$ cat src/rtl/mux8_rr_scheduler_pkg.sv
// Shared types and constants for the 8-lane round-robin output scheduler.
package mux8_rr_scheduler_pkg;

  localparam int unsigned NumLanes = 8;
  localparam int unsigned SelW     = 3;

  typedef enum logic {
    StIdle,
    StGrant
  } state_e;

  function automatic logic [NumLanes-1:0] onehot8(input logic [SelW-1:0] idx);
    return {{(NumLanes-1){1'b0}}, 1'b1} << idx;
  endfunction

endpackage

$ cat src/rtl/mux8_rr_scheduler_rr_pick8.sv
// Combinational round-robin picker: first requester after `last`, wrapping, `last` itself lowest.
module rr_pick8
  import mux8_rr_scheduler_pkg::*;
(
  input  logic [NumLanes-1:0] req,
  input  logic [SelW-1:0]     last,
  output logic [SelW-1:0]     idx,
  output logic                any
);

  logic [SelW-1:0] cand;

  // Scan from farthest to nearest so the nearest hit after `last` overwrites the rest.
  always_comb begin
    idx  = '0;
    cand = '0;
    for (int i = NumLanes; i > 0; i--) begin
      cand = last + SelW'(i);
      if (req[cand]) idx = cand;
    end
  end

  assign any = |req;

endmodule

$ cat src/rtl/mux8_rr_scheduler.sv
// Round-robin burst scheduler sharing one registered valid/ready output slice between 8 lanes.
module mux8_rr_scheduler
  import mux8_rr_scheduler_pkg::*;
#(
  parameter int unsigned WIDTH = 8,
  parameter int unsigned BURST = 4
) (
  input  logic                      clock,
  input  logic                      reset_n,
  input  logic [NumLanes-1:0]       req,
  input  logic [NumLanes*WIDTH-1:0] in,
  input  logic                      out_ready,
  output logic [NumLanes-1:0]       grant,
  output logic [NumLanes-1:0]       ack,
  output logic [SelW-1:0]           select,
  output logic [WIDTH-1:0]          out,
  output logic                      out_valid,
  output logic [SelW-1:0]           out_owner
);

  localparam int unsigned CntW = $clog2(BURST) + 1;

  state_e              state_q;
  logic [NumLanes-1:0] grant_q;
  logic [SelW-1:0]     select_q;
  logic [SelW-1:0]     last_q;
  logic [CntW-1:0]     cnt_q;
  logic [WIDTH-1:0]    out_q;
  logic                out_valid_q;
  logic [SelW-1:0]     out_owner_q;

  logic [WIDTH-1:0] lanes [NumLanes];

  for (genvar g = 0; g < NumLanes; g++) begin : g_lanes
    assign lanes[g] = in[g*WIDTH +: WIDTH];
  end

  logic            load;
  logic            in_grant;
  logic            owner_req;
  logic            beat;
  logic            last_beat;
  logic            release_grant;
  logic [SelW-1:0] pick_base;
  logic [SelW-1:0] pick_idx;
  logic            pick_any;

  assign load          = !out_valid_q || out_ready;
  assign in_grant      = (state_q == StGrant);
  assign owner_req     = req[select_q];
  assign beat          = in_grant && owner_req && load;
  assign last_beat     = beat && (cnt_q == CntW'(BURST - 1));
  assign release_grant = in_grant && (last_beat || !owner_req);

  // Re-arbitrating from the current owner already ranks it last, so the owner only
  // wins again after a full burst when nobody else is requesting.
  assign pick_base = in_grant ? select_q : last_q;

  rr_pick8 u_pick (
    .req  (req),
    .last (pick_base),
    .idx  (pick_idx),
    .any  (pick_any)
  );

  always_ff @(posedge clock) begin
    if (!reset_n) begin
      state_q     <= StIdle;
      grant_q     <= '0;
      select_q    <= '0;
      last_q      <= SelW'(NumLanes - 1);
      cnt_q       <= '0;
      out_q       <= '0;
      out_valid_q <= 1'b0;
      out_owner_q <= '0;
    end else begin
      if (beat) begin
        out_q       <= lanes[select_q];
        out_valid_q <= 1'b1;
        out_owner_q <= select_q;
        cnt_q       <= cnt_q + CntW'(1);
      end else if (out_ready) begin
        out_valid_q <= 1'b0;
      end

      unique case (state_q)
        StIdle: begin
          if (pick_any) begin
            grant_q  <= onehot8(pick_idx);
            select_q <= pick_idx;
            cnt_q    <= '0;
            state_q  <= StGrant;
          end
        end
        StGrant: begin
          if (release_grant) begin
            last_q <= select_q;
            cnt_q  <= '0;
            if (pick_any) begin
              grant_q  <= onehot8(pick_idx);
              select_q <= pick_idx;
            end else begin
              grant_q <= '0;
              state_q <= StIdle;
            end
          end
        end
        default: state_q <= StIdle;
      endcase
    end
  end

  assign grant     = grant_q;
  assign ack       = grant_q & req & {NumLanes{load}};
  assign select    = select_q;
  assign out       = out_q;
  assign out_valid = out_valid_q;
  assign out_owner = out_owner_q;

endmodule

$ cat config.mk
export PLATFORM = sky130hd
export DESIGN_NAME = mux8_rr_scheduler
export DESIGN_NICKNAME = d
export VERILOG_FILES = /design/src/rtl/mux8_rr_scheduler_pkg.sv /design/src/rtl/mux8_rr_scheduler_rr_pick8.sv /design/src/rtl/mux8_rr_scheduler.sv
export SDC_FILE = /design/constraint.sdc
export NUM_CORES = 1
export LEC_CHECK = 0
export CAP_MARGIN = 15
export CORE_AREA = 5 5 100 102
export CTS_CLUSTER_SIZE = 28
export DETAILED_ROUTE_END_ITERATION = 7
export DIE_AREA = 0 0 105 107
export PLACE_DENSITY = 0.54
export SLEW_MARGIN = 5
export SYNTH_ARGS = -nofsm -noshare
export SYNTH_HDL_FRONTEND = slang
export SYNTH_HIERARCHICAL = 1
export SYNTH_SLANG_ARGS = --single-unit
$ cat constraint.sdc
create_clock -name clock -period 10.3 [get_ports clock]
set_input_delay 2.06 -clock clock [delete_from_list [all_inputs] [get_ports clock]]
set_output_delay 2.06 -clock clock [all_outputs]
set_load 0.05 [all_outputs]
# == Word level (Yosys, flattened, before mapping) ==
# Index checks and enable logic that the tools add are counted.
# word_totals
inputBits,75
regBits,30
output_inout_bits,31
word_cells,92
# op_classes
bitwise,4
n_addsub,8
n_lt_le_gt_ge,10
mux,46
n_eq_ne,3
reduce_logical,12
shift,1
# op_table
operator,n
$mux W3,14
$mux W8,5
$lt A3 B4 Y1 const B,9
$bmux W1 S3,9
$bmux W8 S3,1
$and A8 B8 Y8,2
$pmux W8 S2,1
$mux W1,13
$add A3 B3 Y3 const B,4
$pmux W3 S2,2
$reduce_or A8 Y1,1
$shl A1 B3 Y8 const A,1
$add A3 B1 Y3 const B,2
$add A3 B2 Y3 const B,2
$ge A4 B4 Y1 const B,1
$logic_and A1 B1 Y1,4
$not A3 Y4,1
$reduce_and A2 Y1,2
$eq A3 B2 Y1 const B,1
$logic_not A1 Y1,2
$logic_or A1 B1 Y1,2
$ne A2 B1 Y1 const B,1
$ne A2 B2 Y1 const B,1
$pmux W1 S2,1
other kinds (2),2

# == Depth between registers and ports, before layout ==
# Gate-level depths: netlist of the first run.
# logic_depth
word_depth,15
ltp_mapped,16
depth_no_buf,11

# == Cells and area by module ==
# The synthesis of the first run kept the hierarchy.
# by_module_without_submodules
module,cells_each,instances,area_per_inst_um2,seq_area_each_um2
mux8_rr_scheduler,163,1,1806.7,600.6
rr_pick8,99,1,820.8,0.0

# == Worst setup path after synthesis of the first run ==
# Ideal clock, no wire load.
# synth_path
path_kind,input to output
startpoint,input out_ready
endpoint,output ack[0]
required_time_ns,8.240
slack_ns,5.361
stages,3
arrival_time_ns,2.879
path_buffers,1
path_cell_list,nand2b_1 -> clkbuf_1 -> and3_1
# synth_via
elab_chain_len,2
# synth_lines
item,line_no,source
start: declaration,mux8_rr_scheduler.sv:12,"input logic out_ready,"
$logic_or A1 B1 Y1,mux8_rr_scheduler.sv:48,assign load = !out_valid_q || out_ready;
$and A8 B8 Y8,mux8_rr_scheduler.sv:114,assign ack = grant_q & req & {NumLanes{load}};
end: declaration,mux8_rr_scheduler.sv:14,"output logic [NumLanes-1:0] ack,"
# No other way between the ends.

# == Worst setup path in the final report of the first run ==
# layout_path
startpoint,input out_ready
endpoint,output ack[5]
# Same word-level chain as after synthesis.

==> results.ini, run 1 <==
[floorplan]
core_um2=9020
die_area_um2=11200
start_util=0.291
die_h_um=107
rows=35
ios=106
die-width_um=105

[clock_network]
clkLatencyLatePin_ns=0.28
cts.repair_timing.setup_buffer_count=0
cts_resized=0
cts.path.max_buffers=2
cts_root_buffer=clkbuf_8
cts.htree.levels=2
cts.sinks=30
hold_buffers=0
clk_pin_slew_worst_paths_ns=0.06
tritoncts=yes
cts_buffers=5

[grt]
grt_pass1_wl_um=14000
grt_max_degree=25
grt_antenna_before_repair=0
grt_overflow_total=0
track_usage=0.156
grt_pass1_vias=2534

[routing]
via_per_inst=5.36
drc=0
vias=2508
drt_iter0_markers=165
wl_um=8820
wire_per_inst_um=18.8
firstDrtPassIters=4
ant_nets=0

[synthesis]
synth_top_area_frac=0.229
synth_top_family_by_area=multiplexers
ys_seq_area_frac=0.229
synth_edf_count=0
synthAdderAreaFrac=0.0190
synthDistinctLibCells=50
syn_inst=262
synthMuxAreaShare=0.362
synth_area_per_cell_um2=10.0
syn_area_um2=2630
synth.most_common_cell=dfxtp_1
synth_xor_area_frac=0.0133
synth.net_count=341
yosys_register_bits=30
yosys_warnings=6
yosys.area.top_type=dfxtp_1
synth_compound_area_frac=0.185
synthFlopType=dfxtp_1
async_flop_share=0
synthTopCellsByArea=dfxtp_1 23%, mux4_2 17%, mux2i_1 9.9%
synth_common_cells=30 x dfxtp_1, 26 x mux2i_1, 26 x nor2_1, 20 x mux4_2, 18 x nand2_1
synth_simple_gate_area_frac=0.135

[pwr]
p_clk_frac=0.110
switching_share=0.485
p_per_area_nw_per_um2=272
seqPwrFrac=0.168
peakVddDrop_uv=191
combPwrFrac=0.722
p_int_uw=536
switchingPower_uw=505
p_leak_uw=0.00142

[critical_path]
worstSetupPathType=in2out
worstPathRequired_ns=8.24
path_max_fanout=12
rrSetupSlack_ns=6.20
end_kind=output pin
startpoint_type=primary input
critPathArrivalTime_ns=3.91

[placement]
hpwl_um=6670
numPortBuffers=105
place.gp.congestion=0.809

[sta]
finalSetupViolCount=0
max_slew_margin=0.421
max_freq_mhz=168
whs_ns=0.470
fin_crit_ns=5.97
worst_pin_slew_ns=0.868
rsz0062_at_grt=false
maxSlewViolCount=0
period_share=0.580
setup_tns_ns=0
hold_violations=0
clock_skew_ns=0.00777

[finish]
final_util=0.424
nFillCells=891
nNetsFinal=435
diodes=0
drive_above_1_share=0.129
syn_to_final_growth_pct=45.7

[worst_hold_path]
hold_path.class=reg2reg

[run_status]
status=finished clean

[run]
cap_violations=0

logic make-up after synthesis:
| family | after synthesis |
|---|---|
| muxes | 61 |
| and+or+nand+nor | 75 |
| adders and majority gates | 4 |
| buffers and inverters | 30 |
| DFF | 30 |
| AOI/OAI and AO/OA | 58 |
| xor gates and xnor gates | 4 |
critical path: stages:
cell,delay [ns]
clkdlybuf4s50_1,0.45
nand2b_1,0.37
and3_1,0.22
clkdlybuf4s50_1,0.81
power groups by stage:
stage / combinational (µW) / sequential, µW / clock (µW)
after global placement: 750 / 178 / 0
after detailed placement: 750 / 177 / 0
after CTS: 754 / 176 / 119
after floorplan: 462 / 277 / 0
after global routing: 810 / 181 / 123
final: 752 / 175 / 114
metal layers:
| layer | part of all wire | global-route usage | wire, µm |
|---|---|---|---|
| met1 | 0.44 | 0.213 | 3900 |
| met2 | 0.49 | 0.255 | 4320 |
| met3 | 0.056 | 0.0289 | 493 |
| met4 | 0.012 | 0.0393 | 105 |
| met5 | 0 | 0 | 0 |
through the flow:
stage                     area, µm²  setup slack (ns)  total power [µW]  std cells
final                          3830              4.33              1040        468
after detailed placement       3720              4.34               927        460
after global routing           3830              4.20              1110        468
after floorplan                2630              5.36               739        262
after CTS                      3830              4.31              1050        468
after global placement         3720              4.33               928        460
flip-flops by register name (all words and copies together), names as in the netlist:
name / flops
grant: 8
out: 8
cnt_q: 3
last_q: 3
out_owner: 3
select: 3
in_grant: 1
out_valid: 1
cell type report:
cell class | count | area (µm²) | area share
Clock buffer | 7 | 76.3 | 0.0199
Clock inverter | 1 | 30.0 | 0.00784
Inverter | 9 | 33.8 | 0.00882
Multi-Input combinational cell | 202 | 1880 | 0.490
Sequential cell | 30 | 601 | 0.157
Tap cell | 111 | 139 | 0.0363
Timing Repair Buffer | 108 | 1070 | 0.280
worst paths after layout:
path,end,from,cells after the start
setup / recovery,ack[5],out_ready,4
hold / removal,last_q[2],last_q[2],2
setup reg to reg,grant[0],in_grant,11
hold reg to reg,last_q[2],last_q[2],2
placed cells by master, fill, tap and decap left out, drive strengths merged, types with 3 or more instances in the layout:
cell type      count
a221oi             6
inv                8
ha                 4
clkbuf             7
mux4              24
nor2b              5
nand2             18
nor2              26
nand2b             5
a22o               6
and3               9
buf                3
a221o              4
o21ai              4
dfxtp             30
nand3              3
nor3               4
mux2              11
clkdlybuf4s50    105
a21oi              9
mux2i             26
a211oi            11
Note: power is estimated with default switching activity, not from simulation.
==> inputs of run 2 (changes only) <==
- clock period: 10.3 -> 6.26 ns (I/O delays scaled with it)
==> run 2 against run 1 <==
Design area is 0.39% lower. Combinational power increased by 64%. Critical path depth unchanged. Via count grew 1.1%. Clock-buffer cell count is the same. Cell count unchanged. Register-to-register slack got worse by 4.1 ns. Worst hold slack better by 0.0099 ns. First-iteration DRC count grew 54%. Clock skew fell by 0.0026 ns. Core utilization fell by 0.17 points. Setup slack got worse by 2.4 ns. Critical path type unchanged. Largest cell class unchanged.
==> results.ini, run 2 (same netlist as run 1, synthesis figures left out) <==
[critical_path]
startpoint_type=primary input
worstPathRequired_ns=5.01  ; -3.23 ns
path_max_fanout=12  ; unchanged
critPathArrivalTime_ns=3.11  ; -0.80 ns
worstSetupPathType=in2out
path_cells=clkdlybuf4s50_1, nand2b_1, and3_1, clkdlybuf4s50_1
rrSetupSlack_ns=2.13  ; -4.07 ns
worstReg2RegStart=in_grant
critPathBufInv=2  ; unchanged
end_kind=output pin
r2r.worst_path.cells=11  ; unchanged
critical_path_depth=4  ; unchanged
critPathSlowestCell=clkdlybuf4s50_1
crit_top_cell=clkdlybuf4s50_1
critPathTopFamily=buffers and inverters
worstReg2RegEnd=grant[0]
cpPeakStageDelay_ns=0.80  ; about the same

[placement]
numPortBuffers=105  ; unchanged
place.gp.congestion=0.794  ; -1.9%
dp_slack_ns=1.90  ; -2.44 ns
dp.cells=460  ; unchanged
placed_cell_area_um2=3720  ; unchanged
hpwl_um=6550  ; -1.9%

[sta]
finalSetupViolCount=0  ; unchanged
setup_tns_ns=0  ; unchanged
clock_skew_ns=0.00514  ; -0.00264 ns
period_share=0.697
hold_violations=0  ; unchanged
maxSlewViolCount=0  ; unchanged
fin_ws_ns=1.90  ; -2.44 ns
rsz0062_at_grt=false
worst_pin_slew_ns=0.902  ; +0.0344 ns
max_slew_margin=0.398  ; -0.0229
fin_crit_ns=4.36
max_freq_mhz=229

[floorplan]
ios=106  ; unchanged
rows=35  ; unchanged
die-width_um=105  ; unchanged
core_um2=9020  ; unchanged
die_h_um=107  ; unchanged
start_util=0.291  ; unchanged
die_area_um2=11200  ; unchanged

[grt]
track_usage=0.155  ; -0.00170
grt_pass1_vias=2550  ; +0.63%
grt_max_degree=25  ; unchanged
grt_pass1_wl_um=13800  ; -1.3%
grt_overflow_total=0  ; unchanged
grt_antenna_before_repair=0  ; unchanged

[routing]
via_per_inst=5.42  ; +1.1%
drt_iter0_markers=254  ; +54%
ant_nets=0  ; unchanged
wire_per_inst_um=18.3  ; -2.9%
wl_um=8560  ; -2.9%
drc=0  ; unchanged
vias=2535  ; +1.1%
firstDrtPassIters=4  ; unchanged

[worst_hold_path]
whs_path_depth=2  ; unchanged
hold_end=last_q[1]
hold_path.class=reg2reg
min-delay-start=last_q[1]

[finish]
finalNonFillerCells=468  ; unchanged
regArea_um2=601  ; unchanged
diodes=0  ; unchanged
drive_above_1_share=0.132  ; +0.00280
final_common_cell=clkdlybuf4s50_1
design_area_um2=3810  ; -0.39%
nFillCells=912  ; +2.4%
final_cell_mix=105 x clkdlybuf4s50_1, 30 x dfxtp_1, 26 x mux2i_1, 26 x nor2_1, 20 x mux4_2
multi_input_area_um2=1880  ; unchanged
nNetsFinal=435  ; unchanged
syn_to_final_growth_pct=45.1

[clock_network]
hold_buffers=0  ; unchanged
tritoncts=yes
cts.htree.levels=2  ; unchanged
cts_root_buffer=clkbuf_8
cts_resized=0  ; unchanged
clk_pin_slew_worst_paths_ns=0.06  ; about the same
clkLatencyLatePin_ns=0.28  ; about the same
cts.sinks=30  ; unchanged
cts.path.max_buffers=2  ; unchanged
cts.repair_timing.setup_buffer_count=0  ; unchanged
cts_buffers=5  ; unchanged

[pwr]
p_leak_uw=0.00142  ; -0.30%
p_per_area_nw_per_um2=439  ; +61%
peakVddDrop_uv=264  ; +38%
power_uw=1680  ; +61%

[run]
cap_violations=0  ; unchanged

[run_status]
status=finished clean

-- run 2: layout make-up --
cell class                 instances  share of cell area
sequential                        30               0.157
clock inverter                     1             0.00131
clock buffer                       7              0.0226
tap                              111              0.0364
inverter                           9             0.00886
timing repair buffer             108               0.281
multi-input combinational        202               0.492
-- run 2: through the flow --
step           hold WS (ns)   util
2_1_floorplan         0.437      -
3_3_place_gp          0.467  0.413
3_5_place_dp          0.463  0.413
4_1_cts               0.483  0.423
5_1_grt               0.519  0.423
6_report              0.480  0.423
-- run 2: metal layers --
layer,routed length (µm),global-route usage,vias to the layer above
li1,-,-,1210
met1,3770,0.210,1237
met2,4250,0.250,78
met3,399,0.0283,10
met4,141,0.0466,0
met5,0,0,-
-- run 2: worst max path at each step --
stage | startpoint | slack, ns | end
after floorplan | select[1] | 1.76 | grant[0]
after global placement | out_ready | 1.92 | ack[5]
after detailed placement | out_ready | 1.90 | ack[2]
after CTS | out_ready | 1.89 | ack[0]
after global routing | out_ready | 1.83 | ack[6]
final | out_ready | 1.90 | ack[0]
-- run 2: where the power goes --
| group | leakage, µW | total [µW] | internal (µW) | switching, µW |
|---|---|---|---|---|
| sequential | 0.000246 | 287 | 250 | 37.1 |
| combinational | 0.00112 | 1230 | 513 | 717 |
| clock | 0.0000482 | 158 | 88.5 | 69.3 |
| total | 0.00142 | 1680 | 852 | 823 |
-- run 2: worst min-delay path, cell delays in order (launching register included) --
cell and delay, ns:
dfxtp_1 0.33, mux2i_1 0.07, nand2_1 0.06
